## config.mk

```make
export PLATFORM = sky130hd
export DESIGN_NAME = ysyx_22040237_lsu_mc
export DESIGN_NICKNAME = d
export VERILOG_FILES = /design/src/rtl/ysyx_22040237_lsu_mc.sv
export SDC_FILE = /design/constraint.sdc
export NUM_CORES = 1
export LEC_CHECK = 0
export ABC_AREA = 1
export BUFFER_PORTS_ARGS = -buffer_cell sky130_fd_sc_hd__buf_2
export CAP_MARGIN = 5
export CORE_ASPECT_RATIO = 1.5
export CORE_MARGIN = 4
export CORE_UTILIZATION = 45
export CTS_CLUSTER_DIAMETER = 120
export DETAILED_ROUTE_END_ITERATION = 7
export PLACE_DENSITY = 0.74
export SYNTH_ARGS = -nofsm -noshare
export SYNTH_HDL_FRONTEND = slang
export SYNTH_SLANG_ARGS = --single-unit
```

## constraint.sdc

```tcl
create_clock -name clk -period 3.8 [get_ports clk]
set_clock_uncertainty 0.1 [all_clocks]
set_input_delay 0 -clock clk [delete_from_list [all_inputs] [get_ports clk]]
set_output_delay 0 -clock clk [all_outputs]
set_load 0.02 [all_outputs]
```

## src/rtl/ysyx_22040237_lsu_mc.sv

```systemverilog
// rtl/ysyx_22040237_lsu_mc.sv - multi-cycle load/store unit with request/response memory port
// Optional misaligned-access trap enabled by defining YSYX_22040237_MISALIGN_CHK_EN.
module ysyx_22040237_lsu_mc #(
  parameter int REG_WIDTH = 64,
  parameter int OFS_W     = 3
) (
  input  logic                   clk,
  input  logic                   rst,
  input  logic                   in_valid,
  output logic                   in_ready,
  input  logic                   rd_wr_en_i,
  input  logic [4:0]             rd_idx_i,
  input  logic [REG_WIDTH-1:0]   alu_res_i,
  input  logic                   mem_ren_i,
  input  logic                   mem_wen_i,
  input  logic [1:0]             mem_size_i,
  input  logic                   mem_unsigned_i,
  input  logic [REG_WIDTH-1:0]   store_data_i,
  output logic                   mem_req_valid_o,
  input  logic                   mem_req_ready_i,
  output logic                   mem_req_we_o,
  output logic [REG_WIDTH-1:0]   mem_req_addr_o,
  output logic [REG_WIDTH-1:0]   mem_req_wdata_o,
  output logic [REG_WIDTH/8-1:0] mem_req_wmask_o,
  input  logic                   mem_rsp_valid_i,
  input  logic [REG_WIDTH-1:0]   mem_rsp_rdata_i,
  output logic                   out_valid,
  output logic                   rd_wr_en_o,
  output logic [4:0]             rd_idx_o,
  output logic [REG_WIDTH-1:0]   rd_data_o,
  output logic                   misalign_o
);

  localparam int NB = REG_WIDTH / 8;

  typedef enum logic [1:0] {IDLE, REQ, WAIT, DONE} state_t;

  state_t           state, state_n;
  logic [OFS_W-1:0] off_q;
  logic [1:0]       size_q;
  logic             uns_q;

  logic             accept;
  logic             is_mem_i;
  logic [1:0]       size_i_eff;
  logic [OFS_W-1:0] off_i;
  logic             misal_i;
  logic [2*NB-1:0]  mask_full;
  logic [REG_WIDTH-1:0] rsp_shifted;

  // A 32-bit datapath has no doubleword accesses; fold size 3 onto size 2.
  function automatic logic [1:0] eff_size(input logic [1:0] s);
    return (REG_WIDTH == 32 && s == 2'd3) ? 2'd2 : s;
  endfunction

  function automatic logic [NB-1:0] byte_ones(input logic [1:0] s);
    logic [NB-1:0] r;
    for (int i = 0; i < NB; i++) r[i] = (i < (1 << int'(s)));
    return r;
  endfunction

  function automatic logic [REG_WIDTH-1:0] load_ext(input logic [REG_WIDTH-1:0] sh,
                                                    input logic [1:0] s,
                                                    input logic uns);
    logic [REG_WIDTH-1:0] r;
    logic msb;
    int nbits;
    nbits = 8 << int'(s);
    msb = 1'b0;
    for (int i = 0; i < REG_WIDTH; i++) if (i == nbits - 1) msb = sh[i];
    for (int i = 0; i < REG_WIDTH; i++) r[i] = (i < nbits) ? sh[i] : (msb & ~uns);
    return r;
  endfunction

  assign in_ready        = (state == IDLE);
  assign mem_req_valid_o = (state == REQ);
  assign out_valid       = (state == DONE);

  assign accept      = in_valid & in_ready;
  assign is_mem_i    = mem_ren_i | mem_wen_i;
  assign size_i_eff  = eff_size(mem_size_i);
  assign off_i       = alu_res_i[OFS_W-1:0];
  // Bytes past the end of the word fall off the top and are simply not written.
  assign mask_full   = {{NB{1'b0}}, byte_ones(size_i_eff)} << off_i;
  assign rsp_shifted = mem_rsp_rdata_i >> {off_q, 3'b000};

`ifdef YSYX_22040237_MISALIGN_CHK_EN
  always_comb begin
    misal_i = 1'b0;
    case (size_i_eff)
      2'd0:    misal_i = 1'b0;
      2'd1:    misal_i = alu_res_i[0];
      2'd2:    misal_i = |alu_res_i[1:0];
      default: misal_i = |alu_res_i[2:0];
    endcase
    misal_i = misal_i & is_mem_i;
  end
`else
  assign misal_i = 1'b0;
`endif

  always_comb begin
    state_n = state;
    case (state)
      IDLE: if (in_valid) state_n = (!is_mem_i || misal_i) ? DONE : REQ;
      REQ:  if (mem_req_ready_i) state_n = mem_req_we_o ? DONE : WAIT;
      WAIT: if (mem_rsp_valid_i) state_n = DONE;
      DONE: state_n = IDLE;
      default: state_n = IDLE;
    endcase
  end

  always_ff @(posedge clk) begin
    if (!rst) begin
      state           <= IDLE;
      off_q           <= '0;
      size_q          <= '0;
      uns_q           <= 1'b0;
      mem_req_we_o    <= 1'b0;
      mem_req_addr_o  <= '0;
      mem_req_wdata_o <= '0;
      mem_req_wmask_o <= '0;
      rd_wr_en_o      <= 1'b0;
      rd_idx_o        <= '0;
      rd_data_o       <= '0;
      misalign_o      <= 1'b0;
    end else begin
      state <= state_n;
      if (accept) begin
        off_q           <= off_i;
        size_q          <= size_i_eff;
        uns_q           <= mem_unsigned_i;
        mem_req_we_o    <= mem_wen_i;
        mem_req_addr_o  <= {alu_res_i[REG_WIDTH-1:OFS_W], {OFS_W{1'b0}}};
        mem_req_wdata_o <= store_data_i << {off_i, 3'b000};
        mem_req_wmask_o <= mask_full[NB-1:0];
        rd_wr_en_o      <= rd_wr_en_i & ~mem_wen_i & ~misal_i;
        rd_idx_o        <= rd_idx_i;
        rd_data_o       <= alu_res_i;
        misalign_o      <= misal_i;
      end
      if (state == WAIT && mem_rsp_valid_i) rd_data_o <= load_ext(rsp_shifted, size_q, uns_q);
    end
  end

endmodule

```

# == After elaboration in Yosys (flattened, before gate mapping) ==
# Index checks and enable logic that the tools add are counted.
# totals
register_bits,212
out_inout_bits,211
# classes
mux,138
n_reduce_logical,5
add_sub_neg,1
order_cmp,72
n_shift,5
n_eq_ne,69
bitwise,6
# op_table
cell,count
7-bit by 32-bit equality test with 1-bit output (first input constant),32
7-bit by 32-bit less-than comparator with 1-bit output (first input constant),32
6-bit by 32-bit equality test with 1-bit output (first input constant),16
6-bit by 32-bit less-than comparator with 1-bit output (first input constant),16
5-bit by 32-bit equality test with 1-bit output (first input constant),8
4-bit by 32-bit less-than comparator with 1-bit output (first input constant),8
5-bit by 32-bit less-than comparator with 1-bit output (first input constant),8
1-bit two-way mux,131
4-bit by 32-bit equality test with 1-bit output (first input constant),4
3-bit by 32-bit less-than comparator with 1-bit output (first input constant),4
64-bit two-way mux,2
3-bit by 32-bit equality test with 1-bit output (first input constant),2
1-bit by 32-bit less-than comparator with 1-bit output (first input constant),2
2-bit by 32-bit less-than comparator with 1-bit output (first input constant),2
64-bit by 6-bit << shifter with 64-bit output,1
64-bit by 6-bit >> shifter with 64-bit output,1
2-bit by 32-bit equality test with 1-bit output (first input constant),1
32-bit logical NOT,1
1-bit by 2-bit << shifter with 32-bit output (first input constant),1
4-bit by 2-bit << shifter with 32-bit output (first input constant),1
32-bit by 2-bit subtractor with 32-bit output (second input constant),1
2-bit two-way mux,4
2-bit one-hot mux with 4 select lines,1
8-bit by 3-bit << shifter with 8-bit output,1
11 further kinds,16

# == Longest topological paths before layout ==
# Gate-level depths: netlist of the first run.
# logic_depth
word_depth,72
ltp_mapped,14
ltp_nobuf,13

# == Worst setup path before layout of the first run ==
# No wires, ideal clock.
# synth_path
kind,register to register
from,reg size_q[1]
to,reg rd_data_o[1]
path_slack_ps,1660
stages_incl_launch_ff,13
t_required_ps,3630
period_less_slack_ps,2140
t_arrival_ps,1970
cell_sequence,dfxtp_1 -> buf_2 -> nor2_1 -> clkinv_1 -> ha_1 -> nand2_1 -> ha_1 -> xnor2_1 -> a211oi_1 -> nor2_1 -> nand2_1 -> nand2_1 -> a21oi_1
# synth_between
elab_chain_cells,72
elab_cells_between_ends,136
classes_between,add/sub: 1; order compare: 1; eq/ne: 63; shift: 1; mux: 68; bitwise: 1; reduce/logical: 1
# synth_rtl
item,line,source
start: declaration,40,logic [1:0] size_q;
start signal: assignment,131,size_q <= size_i_eff;
4-bit by 2-bit << shifter with 32-bit output (*),68,nbits = 8 << int'(s);
32-bit by 2-bit subtractor with 32-bit output,70,for (int i = 0; i < REG_WIDTH; i++) if (i == nbits - 1) msb = sh[i];
32-bit logical NOT,70,
1-bit two-way mux (64 in a row),70,
1-bit two-way mux,142,"if (state == WAIT && mem_rsp_valid_i) rd_data_o <= load_ext(rsp_shifted, size_q, uns_q);"
1-bit two-way mux,114,if (!rst) begin
1-bit bitwise AND,71,for (int i = 0; i < REG_WIDTH; i++) r[i] = (i < nbits) ? sh[i] : (msb & ~uns);
1-bit two-way mux (*),71,
64-bit two-way mux (*),142,
end signal: assignment,139,rd_data_o <= alu_res_i;
end signal: assignment,142,
end: declaration,30,"output logic [REG_WIDTH-1:0] rd_data_o,"
# Every way passes the cells marked *; elsewhere a longest branch is shown, timed or not. The select of a mux whose other input is x is not followed.
# A chain may end at the register's enable or synchronous reset.

# == Worst setup path in the final report of the first run ==
# layout_path
from,reg state[1]
to,reg mem_req_wdata_o[61]
# layout_between
elab_chain_cells,2
# layout_rtl
item,line,source
start: declaration,38,"state_t state, state_n;"
start signal: assignment,128,state <= state_n;
2-bit logical NOT,75,assign in_ready = (state == IDLE);
1-bit bitwise AND,79,assign accept = in_valid & in_ready;
end signal: assignment,135,"mem_req_wdata_o <= store_data_i << {off_i, 3'b000};"
end: declaration,23,"output logic [REG_WIDTH-1:0] mem_req_wdata_o,"
# Every way passes these cells.

==> summary.txt, run 1 <==
Critical path
  – Launch point of the worst path: state[1]$_SDFFE_PN0P_
  – Start-to-end type of the worst setup path: reg2reg
  – Critical-path cell list: inv_1 > ha_1 > nand2_4 > nor2_4 > buf_4 > o211ai_1 > dlygate4sd3_1 > nand3_1 > dlygate4sd3_1 > nand2_1 > inv_1
  – Critical Path RT: 4.16 ns
  – Crit-path slowest cell: sky130_fd_sc_hd__dlygate4sd3_1
  – Endpoint class of the critical path: register
  – Worst reg2reg path endpoint: mem_req_wdata_o[61]$_SDFFE_PN0P_
  – Endpoint of the worst setup timing path: mem_req_wdata_o[61]$_SDFFE_PN0P_
  – Origin of the critical flop-to-flop path: state[1]$_SDFFE_PN0P_
  – Depth of the worst register-to-register path: 11
  – Type of element launching the critical path: register
  – Maximum cell stage delay along the critical path: 0.60 ns
  – WP data arrival: 3.69 ns
  – Peak fanout along the critical path: 29
  – Register-to-register setup slack: 0.46 ns

STA
  – Setup_tns: 0 ns
  – RSZ-0062 raised after global routing: no
  – Least-Margin Pin Slew: 1.01 ns
  – Worst-case headroom to the max-slew limit: 32.8%
  – Minimum period implied by the final worst setup slack: 3.34 ns
  – Post-route worst setup slack: 0.465 ns
  – Final hold violations: 0
  – Highest achievable clock rate: 300 MHz
  – Number of failing setup endpoints in the final timing report: 0
  – Number of max-slew violations in the final report: 0
  – Final clock period utilization by the worst path: 87.8%

Floorplanning
  – Std-Cell Core Area: 25100 µm²
  – Chip Height: 203 µm
  – Boundary pin count: 419
  – Cell Rows: 71
  – Initial core utilization: 45.7%
  – Die area: 28100 µm²
  – Die width: 138 µm

Logic synthesis
  – Fraction of synthesized cell area in xor and xnor cells: 0.0765%
  – Post-synthesis share of cell area spent on and, or, nand and nor gates: 32.1%
  – Synthesized area divided by synthesized cell count: 6.25 µm²
  – Total standard cell area after synthesis: 11400 µm²
  – Compound-Gate Fraction of Synth Area: 20.0%
  – Post-synth cell types: 35
  – Multiplexer share of the synthesized area: 1.40%
  – Sequential fraction of the synthesis area: 37.1%
  – Syn Inst Count: 1833
  – Largest family of logic cells by synthesized area: simple AND/OR/NAND/NOR gates
  – Post-synthesis sequential element count: 212
  – Synthesis warning total: 0
  – Adder and majority cell fraction of the synthesized area: 0.656%

Routing
  – Met3 WL: 4300 µm
  – Antenna violation net count after detailed routing: 0
  – Wire length per cell after detailed routing: 19.1 µm
  – Via-per-instance ratio: 5.47
  – Total length of routed wires: 52000 µm
  – Top layer reached by signal wires: met4
  – Initial drt markers: 1262
  – Via Count: 14904
  – Routed metal-1 wirelength: 18000 µm
  – First-pass iteration count of the detailed router: 7
  – Remaining DRCs: 0
  – Length of routed met2 wiring: 25700 µm

Run
  – Number of violations of the max-capacitance limit: 0

Finish
  – End-of-flow core utilization: 66.0%
  – Layout cell share with drive strength beyond 1: 20.5%
  – Antenna diode count: 0
  – Layout filler cell count: 2246
  – Leading cell types in the layout, fill and taps excluded: sky130_fd_sc_hd__nand2_1 (761), sky130_fd_sc_hd__buf_2 (414), sky130_fd_sc_hd__dlygate4sd3_1 (226)
  – Total number of nets in the final design: 2594
  – Most frequent standard cell in the layout excluding fill and tap cells: sky130_fd_sc_hd__nand2_1
  – Non-filler instance count after layout: 2723
  – P&R area growth vs syn: 44.5%

Placement
  – Total of buffers placed on input and output ports: 414
  – Post-detailed-placement half-perimeter wirelength: 35400 µm
  – Routability-driven placement congestion ratio: 0.921
  – Setup WS pre-CTS: 1.11 ns
  – Cell count after placement: 2458

Power and ir drop
  – Leakage power of the design: 0.00816 µW
  – Part of the total power dissipated in sequential elements: 30.7%
  – Power per standard cell area: 576 nW/µm²
  – Switching part of the total: 43.8%
  – Switching Power: 4170 µW
  – Clock share of power: 23.3%
  – Proportion of power drawn by combinational gates: 46.0%
  – Cell Int Power: 5360 µW
  – Worst-case vdd ir drop: 0.392 mV

Clock network
  – Clock latency on the worst-skew pair: 0.51 ns
  – Clock slew at reported path FFs: 0.07 ns
  – CTS sink cnt: 212
  – # Post-CTS Setup Buffers: 0
  – CTS HTree Levels: 1
  – Buffer levels on the longest clock path: 3
  – Clock tree from TritonCTS: done
  – Cell at the root of the clock tree: sky130_fd_sc_hd__clkbuf_16
  – TritonCTS Buffers: 22

Global route
  – Residual overflow from global routing: 0
  – Initial antenna violation count: 0
  – Number of global-route vias before repair: 14617
  – Overall track demand over capacity in global routing: 35.1%
  – Global-route wire length before repair: 80000 µm
  – Largest net degree at the start of global routing: 115

Worst hold path
  – Launch point of the worst hold path: mem_rsp_rdata_i[0]
  – Path class of the lowest-slack min-delay path: in2reg

Status
  – Outcome: finished, final reports clean
-- cell families after synthesis --
| kind of cell | after synthesis |
|---|---|
| AOI/OAI and AO/OA | 421 |
| xor gates and xnor gates | 1 |
| adders and majority gates | 6 |
| buffers and inverters | 243 |
| DFF | 212 |
| muxes | 16 |
| other | 2 |
| and+or+nand+nor | 932 |
-- per-stage QoR --
| stage | hold WS, ns | total power [µW] | cell area [µm²] |
|---|---|---|---|
| floorplan | 0.0427 | 5610 | 11500 |
| global placement | 0.154 | 6940 | 13600 |
| detailed placement | 0.165 | 6970 | 13600 |
| CTS | 0.00328 | 9470 | 16500 |
| global route | 0.0293 | 10000 | 16500 |
| finish | 0.0310 | 9530 | 16500 |
-- critical path: cells and delay by family (launching register included) --
kind | cells | cell delay [ns]
adders and majority gates | 1 | 0.26
buffers and inverters | 5 | 1.71
DFF | 1 | 0.34
and+or+nand+nor | 4 | 0.72
AOI/OAI and AO/OA | 1 | 0.15
-- sequential cells by signal, summed over array words and instances (netlist names) --
signal,cells
state,2
rd_data_o,64
rd_wr_en_o,1
uns_q,1
mem_req_addr_o,61
mem_req_we_o,1
rd_idx_o,5
size_q,2
mem_req_wdata_o,64
mem_req_wmask_o,8
off_q,3
-- power groups by stage --
| stage | logic [µW] | clock network, µW | registers, µW |
|---|---|---|---|
| final | 4380 | 2220 | 2920 |
| after global routing | 4750 | 2330 | 2970 |
| after CTS | 4310 | 2240 | 2910 |
| after detailed placement | 4020 | 0 | 2960 |
| after global placement | 3990 | 0 | 2950 |
| after floorplan | 2220 | 0 | 3390 |
-- cells in the mapped netlist --
| master | n | area, µm² |
|---|---|---|
| sky130_fd_sc_hd__o22ai_1 | 10 | 62.6 |
| sky130_fd_sc_hd__o21ai_0 | 126 | 631 |
| sky130_fd_sc_hd__o221ai_1 | 1 | 8.76 |
| sky130_fd_sc_hd__nor3_1 | 2 | 10.0 |
| sky130_fd_sc_hd__nor2_1 | 70 | 263 |
| sky130_fd_sc_hd__a22oi_1 | 17 | 128 |
| sky130_fd_sc_hd__mux2i_1 | 16 | 160 |
| sky130_fd_sc_hd__ha_1 | 6 | 75.1 |
| sky130_fd_sc_hd__inv_2 | 4 | 15.0 |
| sky130_fd_sc_hd__clkbuf_1 | 96 | 360 |
| sky130_fd_sc_hd__and2_1 | 1 | 6.26 |
| sky130_fd_sc_hd__buf_6 | 4 | 45.0 |
| sky130_fd_sc_hd__a31oi_1 | 22 | 138 |
| sky130_fd_sc_hd__xnor2_1 | 1 | 8.76 |
| sky130_fd_sc_hd__inv_1 | 93 | 349 |
| sky130_fd_sc_hd__dfxtp_1 | 212 | 4240 |
| sky130_fd_sc_hd__nand3_2 | 2 | 20.0 |
| sky130_fd_sc_hd__buf_4 | 6 | 45.0 |
| sky130_fd_sc_hd__nand3_1 | 86 | 430 |
| sky130_fd_sc_hd__o211ai_1 | 29 | 218 |
| sky130_fd_sc_hd__a221oi_1 | 1 | 8.76 |
| sky130_fd_sc_hd__o21bai_1 | 1 | 7.51 |
| sky130_fd_sc_hd__a32o_1 | 2 | 20.0 |
| sky130_fd_sc_hd__nand3_4 | 2 | 35.0 |
| sky130_fd_sc_hd__or2_2 | 4 | 25.0 |
| sky130_fd_sc_hd__a21oi_1 | 208 | 1040 |
| sky130_fd_sc_hd__o21a_1 | 1 | 7.51 |
| sky130_fd_sc_hd__and2_0 | 1 | 6.26 |
| sky130_fd_sc_hd__nand2_4 | 1 | 11.3 |
| sky130_fd_sc_hd__buf_1 | 16 | 60.1 |
| sky130_fd_sc_hd__nand2_1 | 763 | 2860 |
| sky130_fd_sc_hd__conb_1 | 2 | 7.51 |
| sky130_fd_sc_hd__buf_2 | 19 | 95.1 |
| sky130_fd_sc_hd__a211oi_1 | 3 | 22.5 |
| sky130_fd_sc_hd__clkinv_1 | 5 | 18.8 |
-- final cells by class --
type | instances | area, µm² | share of cell area [%]
inverters | 102 | 388 | 2.34
flip-flops and latches | 212 | 4250 | 25.7
multi-input cells | 1381 | 6250 | 37.8
clock buffers | 28 | 614 | 3.71
well taps | 328 | 410 | 2.48
repair buffers | 661 | 4530 | 27.4
clock inverters | 11 | 108 | 0.650
-- repair_timing --
item,in CTS,in global routing
resized for setup,0,0
hold endpoints to repair,206,0
hold buffers,226,0
-- worst min path at each step --
stage | cells after the start | endpoint
global route | 7 | rd_data_o[0]$_SDFFE_PN0P_
floorplan | 2 | rd_wr_en_o$_SDFFE_PN0P_
CTS | 7 | rd_data_o[2]$_SDFFE_PN0P_
global placement | 3 | rd_idx_o[4]$_SDFFE_PN0P_
detailed placement | 3 | rd_idx_o[1]$_SDFFE_PN0P_
finish | 7 | rd_data_o[0]$_SDFFE_PN0P_
-- metal layers --
metal  track usage [%]  vias to the layer above
met5                 0                        -
met4              23.1                        0
met3              6.73                      191
met2              61.9                      904
met1              38.1                     6786
li1                  -                     7023
Power figures use the tool's default switching activity.
==> run 2, diff against run 1 <==
ABC_AREA = default   (was 1)
==> run 2 against run 1 <==
- synthesized area is 0.46% lower
- combinational power fell by 11%
- wire length down 5.8%
- critical path type unchanged
- critical endpoint is now rd_data_o[5]$_SDFFE_PN0P_
- count of clock-buffer cells in the layout is 1 higher
- final area is 1.6% lower
- core utilization fell by 1.1 points
- worst hold slack worse by 0.019 ns
- highest routed layer unchanged
- first-iteration DRC count fell by 20%
==> summary.txt, run 2 <==
Status
  – Outcome: finished, final reports clean (unchanged)

Global route
  – Residual overflow from global routing: 0 (unchanged)
  – Overall track demand over capacity in global routing: 33.7% (was 35.1%)
  – Number of global-route vias before repair: 12980 (was 14617)
  – Largest net degree at the start of global routing: 76 (was 115)
  – Global-route wire length before repair: 72900 µm (was 80000 µm)
  – Initial antenna violation count: 2 (was 0)

Placement
  – Placement-stage cell area: 13600 µm² (about the same)
  – Post-detailed-placement half-perimeter wirelength: 34700 µm (was 35400 µm)
  – Routability-driven placement congestion ratio: 0.933 (was 0.921)
  – Total of buffers placed on input and output ports: 414 (unchanged)
  – Setup WS pre-CTS: 1.05 ns (was 1.11 ns)

Routing
  – Initial drt markers: 1009 (was 1262)
  – First-pass iteration count of the detailed router: 5 (was 7)
  – Routed metal-1 wirelength: 16400 µm (was 18000 µm)
  – Remaining DRCs: 0 (unchanged)
  – Via Count: 12898 (was 14904)
  – Via-per-instance ratio: 5.71 (was 5.47)
  – Wire length per cell after detailed routing: 21.7 µm (was 19.1 µm)
  – Top layer reached by signal wires: met4 (unchanged)
  – Antenna violation net count after detailed routing: 0 (unchanged)
  – Met3 WL: 3800 µm (was 4300 µm)
  – Length of routed met2 wiring: 23700 µm (was 25700 µm)
  – Total length of routed wires: 49000 µm (was 52000 µm)

STA
  – Final worst hold slack: 0.0123 ns (was 0.0310 ns)
  – Number of max-slew violations in the final report: 0 (unchanged)
  – Final hold violations: 0 (unchanged)
  – Final clock period utilization by the worst path: 85.1% (was 87.8%)
  – Worst-case headroom to the max-slew limit: 31.8% (was 32.8%)
  – Least-Margin Pin Slew: 1.02 ns (was 1.01 ns)
  – Minimum period implied by the final worst setup slack: 3.23 ns (was 3.34 ns)
  – Setup_tns: 0 ns (unchanged)
  – Highest achievable clock rate: 309 MHz (was 300 MHz)
  – Post-route worst setup slack: 0.567 ns (was 0.465 ns)
  – Number of failing setup endpoints in the final timing report: 0 (unchanged)
  – RSZ-0062 raised after global routing: no (unchanged)

Critical path
  – Critical Path RT: 4.05 ns (was 4.16 ns)
  – Count of buffer and inverter cells on the critical path: 3 (was 5)
  – Maximum cell stage delay along the critical path: 0.61 ns (was 0.60 ns)
  – Crit-path slowest cell: sky130_fd_sc_hd__dfxtp_4 (was sky130_fd_sc_hd__dlygate4sd3_1)
  – Origin of the critical flop-to-flop path: off_q[0]$_SDFFE_PN0P_ (was state[1]$_SDFFE_PN0P_)
  – Cell repeated most along the worst path: sky130_fd_sc_hd__dlygate4sd3_1
  – WP data arrival: 3.49 ns (was 3.69 ns)
  – Type of element launching the critical path: register (unchanged)
  – Peak fanout along the critical path: 43 (was 29)
  – Register-to-register setup slack: 0.57 ns (was 0.46 ns)
  – Endpoint class of the critical path: register (unchanged)
  – Depth of the worst register-to-register path: 6 (was 11)
  – Critical-path cell list: buf_4 > mux2_2 > dlygate4sd3_1 > o211ai_1 > dlygate4sd3_1 > a31oi_1 (was inv_1 > ha_1 > nand2_4 > nor2_4 > buf_4 > o211ai_1 > dlygate4sd3_1 > nand3_1 > dlygate4sd3_1 > nand2_1 > inv_1)
  – Start-to-end type of the worst setup path: reg2reg (unchanged)
  – Worst reg2reg path endpoint: rd_data_o[5]$_SDFFE_PN0P_ (was mem_req_wdata_o[61]$_SDFFE_PN0P_)
  – Cell family with most CP delay: buffers and inverters (unchanged)

Finish
  – Leading cell types in the layout, fill and taps excluded: sky130_fd_sc_hd__buf_2 (413), sky130_fd_sc_hd__nand2_1 (340), sky130_fd_sc_hd__dfxtp_1 (210) (was sky130_fd_sc_hd__nand2_1 (761), sky130_fd_sc_hd__buf_2 (414), sky130_fd_sc_hd__dlygate4sd3_1 (226))
  – P&R area growth vs syn: 42.9% (was 44.5%)
  – Most frequent standard cell in the layout excluding fill and tap cells: sky130_fd_sc_hd__buf_2 (was sky130_fd_sc_hd__nand2_1)
  – Top Registers: mem_req_wdata_o (64), rd_data_o (64), mem_req_addr_o (61) (unchanged)
  – Layout filler cell count: 2081 (was 2246)
  – Area of all placed cells without fillers: 16300 µm² (was 16500 µm²)
  – Layout cell share with drive strength beyond 1: 28.7% (was 20.5%)
  – Total number of nets in the final design: 2128 (was 2594)

Floorplanning
  – Die width: 138 µm (about the same)
  – Boundary pin count: 419 (unchanged)
  – Initial core utilization: 45.5% (was 45.7%)
  – Chip Height: 203 µm (about the same)
  – Std-Cell Core Area: 25100 µm² (unchanged)
  – Die area: 28000 µm² (was 28100 µm²)
  – Cell Rows: 71 (unchanged)

Logic synthesis
  – Syn Inst Count: 1379 (was 1833)
  – Total standard cell area after synthesis: 11400 µm² (about the same)
  – List of most frequent post-synthesis cells: sky130_fd_sc_hd__nand2_1 (341), sky130_fd_sc_hd__dfxtp_1 (212), sky130_fd_sc_hd__a21oi_1 (99) (was sky130_fd_sc_hd__nand2_1 (763), sky130_fd_sc_hd__dfxtp_1 (212), sky130_fd_sc_hd__a21oi_1 (208))
  – Post-synth cell types: 57 (was 35)
  – Post-synthesis sequential element count: 212 (unchanged)
  – Fraction of synthesis flops using an asynchronous set or reset pin: 0% (unchanged)
  – Synthesis warning total: 0 (unchanged)
  – Ranking of synthesized cells by area: sky130_fd_sc_hd__dfxtp_1 (37%), sky130_fd_sc_hd__nand2_1 (11%), sky130_fd_sc_hd__mux2i_1 (6.1%) (was sky130_fd_sc_hd__dfxtp_1 (37%), sky130_fd_sc_hd__nand2_1 (25%), sky130_fd_sc_hd__a21oi_1 (9.1%))
  – Sequential fraction of the synthesis area: 37.2% (was 37.1%)
  – Number of enable flip-flop cells after synthesis: 0 (unchanged)
  – Most frequent cell after synthesis: sky130_fd_sc_hd__nand2_1 (unchanged)
  – Dominant register cell in the synthesized netlist: sky130_fd_sc_hd__dfxtp_1 (unchanged)
  – Library cell occupying the most area in the post-synthesis netlist: sky130_fd_sc_hd__dfxtp_1 (unchanged)
  – Yosys top cell area share: 37.2% (was 37.1%)
  – Synthesized area divided by synthesized cell count: 8.26 µm² (was 6.25 µm²)

Clock network
  – # Post-CTS Setup Buffers: 0 (unchanged)
  – Clock latency on the worst-skew pair: 0.51 ns (about the same)
  – Buffer levels on the longest clock path: 3 (unchanged)
  – CTS sink cnt: 212 (unchanged)
  – TritonCTS Buffers: 22 (unchanged)
  – CTS HTree Levels: 1 (unchanged)
  – Cell at the root of the clock tree: sky130_fd_sc_hd__clkbuf_16 (unchanged)
  – Quantity of gates resized following cts: 0 (unchanged)
  – Clock tree from TritonCTS: done (unchanged)
  – Clock slew at reported path FFs: 0.07 ns (about the same)
  – Count of hold-fix buffers inserted at cts: 190 (was 226)

Worst hold path
  – Launch point of the worst hold path: mem_rsp_rdata_i[26] (was mem_rsp_rdata_i[0])
  – Number of cells on the worst hold path: 5 (was 7)
  – Destination of the worst hold path: rd_data_o[2]$_SDFFE_PN0P_ (was rd_data_o[0]$_SDFFE_PN0P_)
  – Path class of the lowest-slack min-delay path: in2reg (unchanged)

Power and ir drop
  – Tot Pwr: 9310 µW (was 9530 µW)
  – Power per standard cell area: 572 nW/µm² (was 576 nW/µm²)
  – Worst-case vdd ir drop: 0.340 mV (was 0.392 mV)
  – Leakage power of the design: 0.00763 µW (was 0.00816 µW)

Run
  – Number of violations of the max-capacitance limit: 0 (unchanged)
-- run 2: cell families (layout without fill, tap and decap cells) --
logic type	after synthesis	after routing	share of synthesized area [%]
AND/OR/NAND/NOR	494	494	18.6
adder cells (fa/ha/maj)	6	6	0.659
flip-flops	212	212	37.2
multiplexers	117	117	12.5
other	2	7	0.0659
buffers and inverters	139	685	5.26
AO/OA/AOI/OAI	408	408	25.6
XOR/XNOR	1	1	0.0769
-- run 2: routing by layer --
layer,vias to the layer above,track usage [%]
li1,5950,-
met1,5956,35.6
met2,770,57.1
met3,222,5.38
met4,0,28.9
met5,-,0
-- run 2: worst min-delay path, delay by kind of cell --
kind	cells	cell delay, ns
mux	1	0.09
simple gates	1	0.08
compound gates	2	0.31
buf+inv	1	0.09
-- run 2: how the worst max path moves through the flow --
stage                                from  slack [ns]                                to  depth (start not counted)
floorplan           state[0]$_SDFFE_PN0P_        1.60  mem_req_wdata_o[40]$_SDFFE_PN0P_                          8
global placement    off_q[0]$_SDFFE_PN0P_        1.09        rd_data_o[48]$_SDFFE_PN0P_                          7
finish              off_q[0]$_SDFFE_PN0P_        0.57         rd_data_o[5]$_SDFFE_PN0P_                          6
CTS                 off_q[0]$_SDFFE_PN0P_        0.59         rd_data_o[5]$_SDFFE_PN0P_                          6
detailed placement  off_q[0]$_SDFFE_PN0P_        1.05        rd_data_o[51]$_SDFFE_PN0P_                          7
global route        state[0]$_SDFFE_PN0P_        0.40  mem_req_wdata_o[36]$_SDFFE_PN0P_                          8
-- run 2: layout make-up --
cell class                 instances  area, µm²  share of cell area (%)
antenna                            2       5.00                  0.0307
clock buffer                      29        638                    3.92
clock inverter                     9        136                   0.838
inverter                          13       48.8                   0.300
multi-input combinational       1031       6570                    40.4
sequential                       212       4250                    26.1
tap                              328        410                    2.52
timing repair buffer             634       4220                    25.9
-- run 2: power breakdown --
group          internal [µW]  switching, µW
clock network           1390            952
registers               2720            334
logic                   1460           2450
-- run 2: stage by stage --
stage	util, %	std cells
global route	65.0	2257
floorplan	-	1382
detailed placement	54.3	2028
global placement	54.3	2028
finish	65.0	2258
CTS	65.0	2256
